[src/rtl/sc_accum_pkg.sv]
// Shared types and defaults for the unipolar stochastic stream accumulator.
package sc_accum_pkg;

    localparam int DEF_WIN_LOG2 = 8;
    localparam int DEF_SKIP     = 2;

    typedef enum logic [1:0] {
        IDLE = 2'd0,
        WARM = 2'd1,
        RUN  = 2'd2,
        DONE = 2'd3
    } accum_state_e;

    function automatic int win_len(input int log2);
        return 1 << log2;
    endfunction

endpackage

[src/rtl/sc_window_timer.sv]
// Loadable down-counter with a terminal-count flag; times both the warm-up and the counting window.
module sc_window_timer #(
    parameter int W = 8
) (
    input  logic         clk,
    input  logic         rst_n,
    input  logic         load,
    input  logic [W-1:0] load_val,
    input  logic         en,
    output logic         tc
);

    logic [W-1:0] count;

    always_ff @(posedge clk or negedge rst_n) begin
        if (!rst_n) begin
            count <= '0;
        end else if (load) begin
            count <= load_val;
        end else if (en && (count != '0)) begin
            count <= count - 1'b1;
        end
    end

    assign tc = (count == '0);

endmodule

[src/rtl/uni_stream_accum.sv]
// Converts the 1-bit OR-add stream of the stochastic MAC back to a binary count over a fixed window.
module uni_stream_accum
    import sc_accum_pkg::*;
#(
    parameter int WIN_LOG2 = DEF_WIN_LOG2,
    parameter int SKIP     = DEF_SKIP
) (
    input  logic                clk,
    input  logic                rst_n,
    input  logic                start,
    input  logic                abort,
    input  logic                inBit,
    output logic                busy,
    output logic                oValid,
    input  logic                iReady,
    output logic [WIN_LOG2:0]   oCount,
    output logic [WIN_LOG2-1:0] oValue
);

    localparam int SKIP_BITS = (SKIP > 1) ? $clog2(SKIP) : 1;
    localparam int CW        = (WIN_LOG2 > SKIP_BITS) ? WIN_LOG2 : SKIP_BITS;

    // The timer holds "cycles remaining - 1", so terminal count marks the last cycle of a phase.
    localparam logic [CW-1:0]  RUN_LOAD    = CW'(win_len(WIN_LOG2) - 1);
    localparam logic [CW-1:0]  FIRST_LOAD  = (SKIP > 0) ? CW'(SKIP - 1) : RUN_LOAD;
    localparam accum_state_e   FIRST_STATE = (SKIP > 0) ? WARM : RUN;

    accum_state_e          state;
    logic [WIN_LOG2:0]     ones_cnt;
    logic [WIN_LOG2:0]     total;
    logic [WIN_LOG2-1:0]   sat;
    logic                  launch;
    logic                  t_load;
    logic                  t_en;
    logic [CW-1:0]         t_val;
    logic                  t_tc;

    assign launch = start && ((state == IDLE) || ((state == DONE) && iReady));
    assign total  = ones_cnt + {{WIN_LOG2{1'b0}}, inBit};
    assign sat    = total[WIN_LOG2] ? {WIN_LOG2{1'b1}} : total[WIN_LOG2-1:0];
    assign busy   = (state == WARM) || (state == RUN);
    assign oValid = (state == DONE);

    always_comb begin
        t_load = 1'b0;
        t_val  = '0;
        t_en   = 1'b0;
        if (abort) begin
            t_load = 1'b1;
        end else begin
            case (state)
                IDLE, DONE: begin
                    t_load = 1'b1;
                    if (launch) t_val = FIRST_LOAD;
                end
                WARM: begin
                    if (t_tc) begin
                        t_load = 1'b1;
                        t_val  = RUN_LOAD;
                    end else begin
                        t_en = 1'b1;
                    end
                end
                RUN: begin
                    if (t_tc) t_load = 1'b1;
                    else      t_en   = 1'b1;
                end
                default: t_load = 1'b1;
            endcase
        end
    end

    sc_window_timer #(.W(CW)) u_timer (
        .clk      (clk),
        .rst_n    (rst_n),
        .load     (t_load),
        .load_val (t_val),
        .en       (t_en),
        .tc       (t_tc)
    );

    // Output registers only change when a window completes, so abort leaves the last result visible.
    always_ff @(posedge clk or negedge rst_n) begin
        if (!rst_n) begin
            state    <= IDLE;
            ones_cnt <= '0;
            oCount   <= '0;
            oValue   <= '0;
        end else if (abort) begin
            state    <= IDLE;
            ones_cnt <= '0;
        end else begin
            case (state)
                IDLE: begin
                    if (launch) begin
                        ones_cnt <= '0;
                        state    <= FIRST_STATE;
                    end
                end
                WARM: begin
                    if (t_tc) state <= RUN;
                end
                RUN: begin
                    ones_cnt <= total;
                    if (t_tc) begin
                        oCount <= total;
                        oValue <= sat;
                        state  <= DONE;
                    end
                end
                DONE: begin
                    if (iReady) begin
                        ones_cnt <= '0;
                        state    <= launch ? FIRST_STATE : IDLE;
                    end
                end
                default: state <= IDLE;
            endcase
        end
    end

endmodule

[config.mk]
export PLATFORM = sky130hd
export DESIGN_NAME = uni_stream_accum
export DESIGN_NICKNAME = d
export VERILOG_FILES = /design/src/rtl/sc_accum_pkg.sv /design/src/rtl/sc_window_timer.sv /design/src/rtl/uni_stream_accum.sv
export SDC_FILE = /design/constraint.sdc
export NUM_CORES = 1
export LEC_CHECK = 0
export ABC_CLOCK_PERIOD_IN_PS = 2500
export BUFFER_PORTS_ARGS = -buffer_cell sky130_fd_sc_hd__buf_2
export CAP_MARGIN = 20
export CORE_ASPECT_RATIO = 2
export CORE_UTILIZATION = 42
export CTS_BUF_LIST = sky130_fd_sc_hd__clkbuf_8
export DETAILED_ROUTE_END_ITERATION = 8
export GPL_TIMING_DRIVEN = 0
export RECOVER_POWER = 25
export SLEW_MARGIN = 20
export SYNTH_ARGS = -nofsm -noshare
export SYNTH_HDL_FRONTEND = slang
export SYNTH_HIERARCHICAL = 1
export SYNTH_SLANG_ARGS = --single-unit
[constraint.sdc]
create_clock -name clk -period 2.5 [get_ports clk]
set_input_delay 0.75 -clock clk [delete_from_list [all_inputs] [get_ports clk]]
set_output_delay 0.75 -clock clk [all_outputs]
set_load 0.02 [all_outputs]
# Word level (Yosys, flattened, before mapping)
# Cells that the tools add are included.
word_totals:
  regBits: 36
  inputBits: 6
  out_inout_bits: 19
  elab_cells: 54
classes:
  mux: 24
  addsub: 2
  bitwise: 1
  n_eq_ne: 7
  reduce_logical: 15
op_table:
  columns: ["cell", "count"]
  rows:
  - ["$mux 8", 5]
  - ["$mux 9", 3]
  - ["$pmux 9 s3", 1]
  - ["$pmux 8 s2", 1]
  - ["$mux 2", 5]
  - ["$add 9x1->9", 1]
  - ["$ne 3x3->1 const B", 3]
  - ["$logic_not 8->1", 1]
  - ["$pmux 2 s4", 1]
  - ["$reduce_bool 8->1", 1]
  - ["$sub 8x1->8 const B", 1]
  - ["$mux 1", 7]
  - ["$reduce_and 3->1", 2]
  - ["$eq 2x2->1 const B", 2]
  - ["$reduce_and 4->1", 1]
  - ["$reduce_bool 4->1", 1]
  - ["$reduce_or 2->1", 2]
  - ["$logic_and 1x1->1", 3]
  - ["$ne 3x2->1 const B", 1]
  - ["$eq 2x1->1 const B", 1]
  - ["$logic_not 2->1", 1]
  - ["$logic_or 1x1->1", 2]
  - ["$pmux 1 s2", 1]
  - ["$reduce_bool 2->1", 1]
  - ["$not 1->1", 1]

# Depth between registers and ports, before layout
logic_depth:
  ltp_word: 8
  depth_mapped: 10
  mapped_depth_nobuf: 9

# Hierarchy
# The synthesis kept the hierarchy.
by_module_without_submodules:
  columns: ["module", "seq_area_each_um2", "area_each_um2", "n_inst", "cells_each"]
  rows:
  - ["uni_stream_accum", 700.7, 1477.7, 1, 160]
  - ["sc_window_timer", 200.2, 528.0, 1, 58]

# Worst setup path after synthesis
# Ideal clock, no wire load.
synth_path:
  path_kind: "input port to flip-flop"
  start: "in abort"
  end: "reg u_timer.count[7]"
  t_arrival_ns: 2.272
  path_stages: 6
  setup_ns: 0.126
  required_time_ns: 2.374
  setup_slack_ns: 0.102
  n_path_buf: 1
  cell_sequence: "buf_2 > nand2b_1 > nor2_1 > or3b_1 > o311a_1 > a221o_1"
synth_between:
  elab_chain_len: 3
  word_cells_on_any_way: 6
  cone_classes: "4 x mux; 2 x reduce/logical"
synth_rtl:
  columns: ["item", "line_no", "rtl"]
  rows:
  - ["start, declared", "uni_stream_accum.sv:11", "input logic abort,"]
  - ["$mux 1", "uni_stream_accum.sv:48", "if (abort) begin"]
  - ["net t_en", "uni_stream_accum.sv:34", "logic t_en;"]
  - ["$logic_and 1x1->1", "sc_window_timer.sv:20", "end else if (en && (count != '0)) begin"]
  - ["$reduce_bool 2->1 (no source line)", null, null]
  - ["end signal, assigned", "sc_window_timer.sv:19", "count <= load_val;"]
  - ["end signal, assigned", "sc_window_timer.sv:21", "count <= count - 1'b1;"]
  - ["end, declared", "sc_window_timer.sv:13", "logic [W-1:0] count;"]
# The timed path passes the listed nets, and every way through them passes these cells.
# A chain may end at the register's enable or synchronous reset.

# Worst setup path in the final report
layout_path:
  start: "reg u_timer.count[0]"
  end: "reg u_timer.count[3]"
layout_between:
  elab_chain_len: 6
  word_cells_on_any_way: 16
  cone_classes: "1 x add/sub; 11 x mux; 4 x reduce/logical"
layout_rtl:
  columns: ["item", "line_no", "rtl"]
  rows:
  - ["$logic_not 8->1", "sc_window_timer.sv:25", "assign tc = (count == '0);"]
  - ["net t_tc", "uni_stream_accum.sv:36", "logic t_tc;"]
  - ["$mux 1", "uni_stream_accum.sv:57, uni_stream_accum.sv:65", null]
  - ["$mux 1", null, null]
  - ["$mux 1", "uni_stream_accum.sv:48", null]
  - ["net t_en", "uni_stream_accum.sv:34", null]
  - ["$logic_and 1x1->1", "sc_window_timer.sv:20", null]
  - ["$reduce_bool 2->1 (no source line)", null, null]
# The timed path passes the listed nets, and every way through them passes these cells. The select of a mux whose other input is x is not followed.

==> run summary <==
status - finished, final reports clean
antenna cells - 0
CP max stage cell - or3b_4
Mapped Cells - 218
largest family of logic cells by synthesized area - simple AND/OR/NAND/NOR gates
Simple-Gate Fraction of Synth Area - 0.2358
Synth Area in Compound Gates - 0.2127
fin nets - 264
CP required - 2.70 ns
clock buffer depth - 2
switching pwr - 1067 µW
crit start category - flip-flop
family with the most delay on the worst path - simple AND/OR/NAND/NOR gates
final setup TNS - 0 ns
post-synthesis sequential area ratio - 0.4492
number of remaining DRC errors - 0
switching share of power - 0.4243
Min Clock Period, post-route - 2.345 ns
MaxCap Viol Count - 0
clock sinks - 36
1st-iter DRT viols - 53
die width - 50.87 µm
fmax - 426.5 MHz
total power - 2516 µW
Hold Crit Class - reg2reg
vias in the first global route - 1686
clock share of power - 0.178
CTS tree - yes
RSZ-0062 raised after global routing - yes
Core Region - 4598 µm²
Pins Over Slew Limit - 0
Std-Cell Rows - 35
CTS root buffer - clkbuf_8
die area - 5073 µm²
hpwl dp - 3271 µm
htree depth - 2
Comb power frac - 0.485
Reg power frac - 0.338
Critical Path Fanout Max - 7
layout cells sized above 1 - 0.2088
I/O pin cnt - 25
Arrival @ worst endpoint - 2.54 ns
Post-synth EDFFs - 0
Seq cells post-synth - 36
asr flop ratio synth - 1.000
YS warnings - 6
post-synth top area share - 0.4492
IR drop worst, VDD - 0.0006190 V
largest net degree at the start of global routing - 37
Placer Congestion - 0.7965
gr usage total - 0.2023
Overflow after GRT - 0
Synth Cell Area - 2006 µm²
port bufs - 24
WL final - 4349 µm
Synth Area in Adders - 0.05614
initial antenna violation count - 0
CP bufs+invs - 1
post-route ant nets - 0
Netlist cell types - 54
Lkg Pwr - 0.001095 µW
relative max-transition margin - 0.4044
die height - 99.73 µm
CP dominant cell by count - nor2_4
Mean Syn Cell Area - 9.200 µm²
cts hold-fix bufs - 0
Yosys top cell by area - dfrtp_1
Layout Area Growth over Synthesis - 15.85%
final period utilization - 0.9379
Post-Synth XOR/XNOR Area - 0.008734
skew final - 0.007180 ns
Worst-Skew Late Latency - 0.29 ns
CP cell instances - inv_1 -> ha_1 -> or3b_2 -> nor2_4 -> nor2_4 -> or3b_4 -> or4_1 -> o221ai_1
net count after synthesis - 233
Initial Util - 0.4362
DR vias - 1693
Num CTS Buffers - 5
Worst Setup End Kind - flip-flop
dominant synthesized flop cell - dfrtp_1
synth top area cells - dfrtp_1 (45%), ha_1 (5.6%), nand2_1 (4.7%)
crit path kind - reg2reg
first-pass detailed-route iteration total - 4
Hold Vio Cnt, Final - 0
biggest cell delay along the critical path - 0.45 ns
Cell Pwr Density - 1083 nW/µm²
drt via density - 5.569
wire per inst - 14.31 µm
first-pass GRT wire length - 7659 µm
Setup violations, final - 0
Worst-path clk slew - 0.07 ns
post-synthesis mux area share - 0
Worst-Margin Slew - 0.8934 ns
P_int - 1449 µW
sequential cells by signal, summed over array words and instances (netlist names):
name / flops
oCount: 9
ones_cnt: 9
oValue: 8
u_timer/count: 8
state: 2
final cells by class:
class	instances	area (µm²)
clock buffers	7	96.34
inverters	6	25.02
well taps	55	68.82
fillers	458	2275
multi-input cells	166	1047
plain buffers	9	57.56
repair buffers	25	127.6
flip-flops and latches	36	900.9
through the flow:
stage	hold slack, ns	std cells	instance area [µm²]	utilization	setup slack [ns]
after floorplan	0.4538	218	2006	-	0.1021
after global placement	0.4539	297	2195	0.4773	-0.2323
after detailed placement	0.4572	297	2195	0.4773	-0.2621
after CTS	0.4745	304	2298	0.4999	0.05604
after global routing	0.5133	304	2323	0.5053	-0.01842
final	0.4681	304	2323	0.5053	0.1552
cells in the mapped netlist, types with 2 or more instances:
master and count:
dfrtp_1 36, nand2_1 25, nor2_1 25, o21ai_0 17, ha_1 9, a21oi_1 8
nand3_1 8, o31ai_1 7, a31oi_1 6, buf_2 6, nor3_1 6, inv_1 5
nand2b_1 4, nor3b_1 3, or4_1 3, a221o_1 2, buf_4 2, clkbuf_1 2
nand4_1 2, nor2b_1 2, nor4_1 2, o211ai_1 2, o21bai_1 2, o221ai_1 2
or3_1 2, or3b_2 2
cell families (layout without fill, tap and decap cells):
| kind of cell | Yosys count | count (layout) |
|---|---|---|
| and+or+nand+nor | 93 | 93 |
| AOI/OAI and AO/OA | 62 | 62 |
| DFF | 36 | 36 |
| buffers and inverters | 16 | 47 |
| adders and majority gates | 9 | 9 |
| xor gates and xnor gates | 2 | 2 |
power by group through the flow:
stage / combinational, µW / sequential (µW) / clock (µW)
finish: 1220 / 849 / 447
global route: 1360 / 877 / 479
CTS: 1160 / 852 / 460
detailed placement: 1140 / 864 / 0
global placement: 1140 / 859 / 0
floorplan: 703 / 974 / 0
worst reg2reg max path, delay by kind of cell, from the launching register on:
| family | cells | cell delay [ns] |
|---|---|---|
| buf+inv | 1 | 0.09 |
| simple gates | 5 | 1.37 |
| flops | 1 | 0.38 |
| compound gates | 1 | 0.18 |
| fa+ha+maj | 1 | 0.23 |
layout by cell type, fill, tap and decap left out, types with 3 or more instances in the layout:
master and count:
nand3_1 8, inv_1 4, dfrtp_1 36, o31ai_1 7, nor3b_1 3, o21ai_0 17
nand2_1 25, nor3_1 6, clkbuf_8 7, buf_2 27, buf_4 4, nand2b_1 4
a31oi_1 6, nor2_1 23, or4_1 3, ha_1 9, a21oi_1 8
layer usage:
metal | GRT usage | part of all wire | wire length [µm]
met5 | 0 | 0 | 0
met4 | 0.08333 | 0.020 | 85
met3 | 0.03211 | 0.023 | 98
met2 | 0.3887 | 0.57 | 2495
met1 | 0.2056 | 0.38 | 1668
worst paths after layout:
check                           slack (ns)              from          endpoint  cells past startpoint
worst min-delay path                  0.47         oCount[1]         oCount[1]                      2
worst max register to register        0.16  u_timer/count[0]  u_timer/count[3]                      8
worst max-delay path                  0.16  u_timer/count[0]  u_timer/count[3]                      8
min in group asynchronous             0.57             rst_n       ones_cnt[0]                      1
max in group asynchronous             1.37             rst_n         oCount[7]                      1
worst min register to register        0.47         oCount[1]         oCount[1]                      2
repair_timing:
| item | in CTS | in global routing |
|---|---|---|
| buffers inserted | 0 | 1 |
| pin swaps | 0 | 2 |
| endpoints found under the setup margin | 15 | 19 |
| gates resized for setup | 4 | 10 |
No activity file was read; power rests on OpenSTA's default activity.
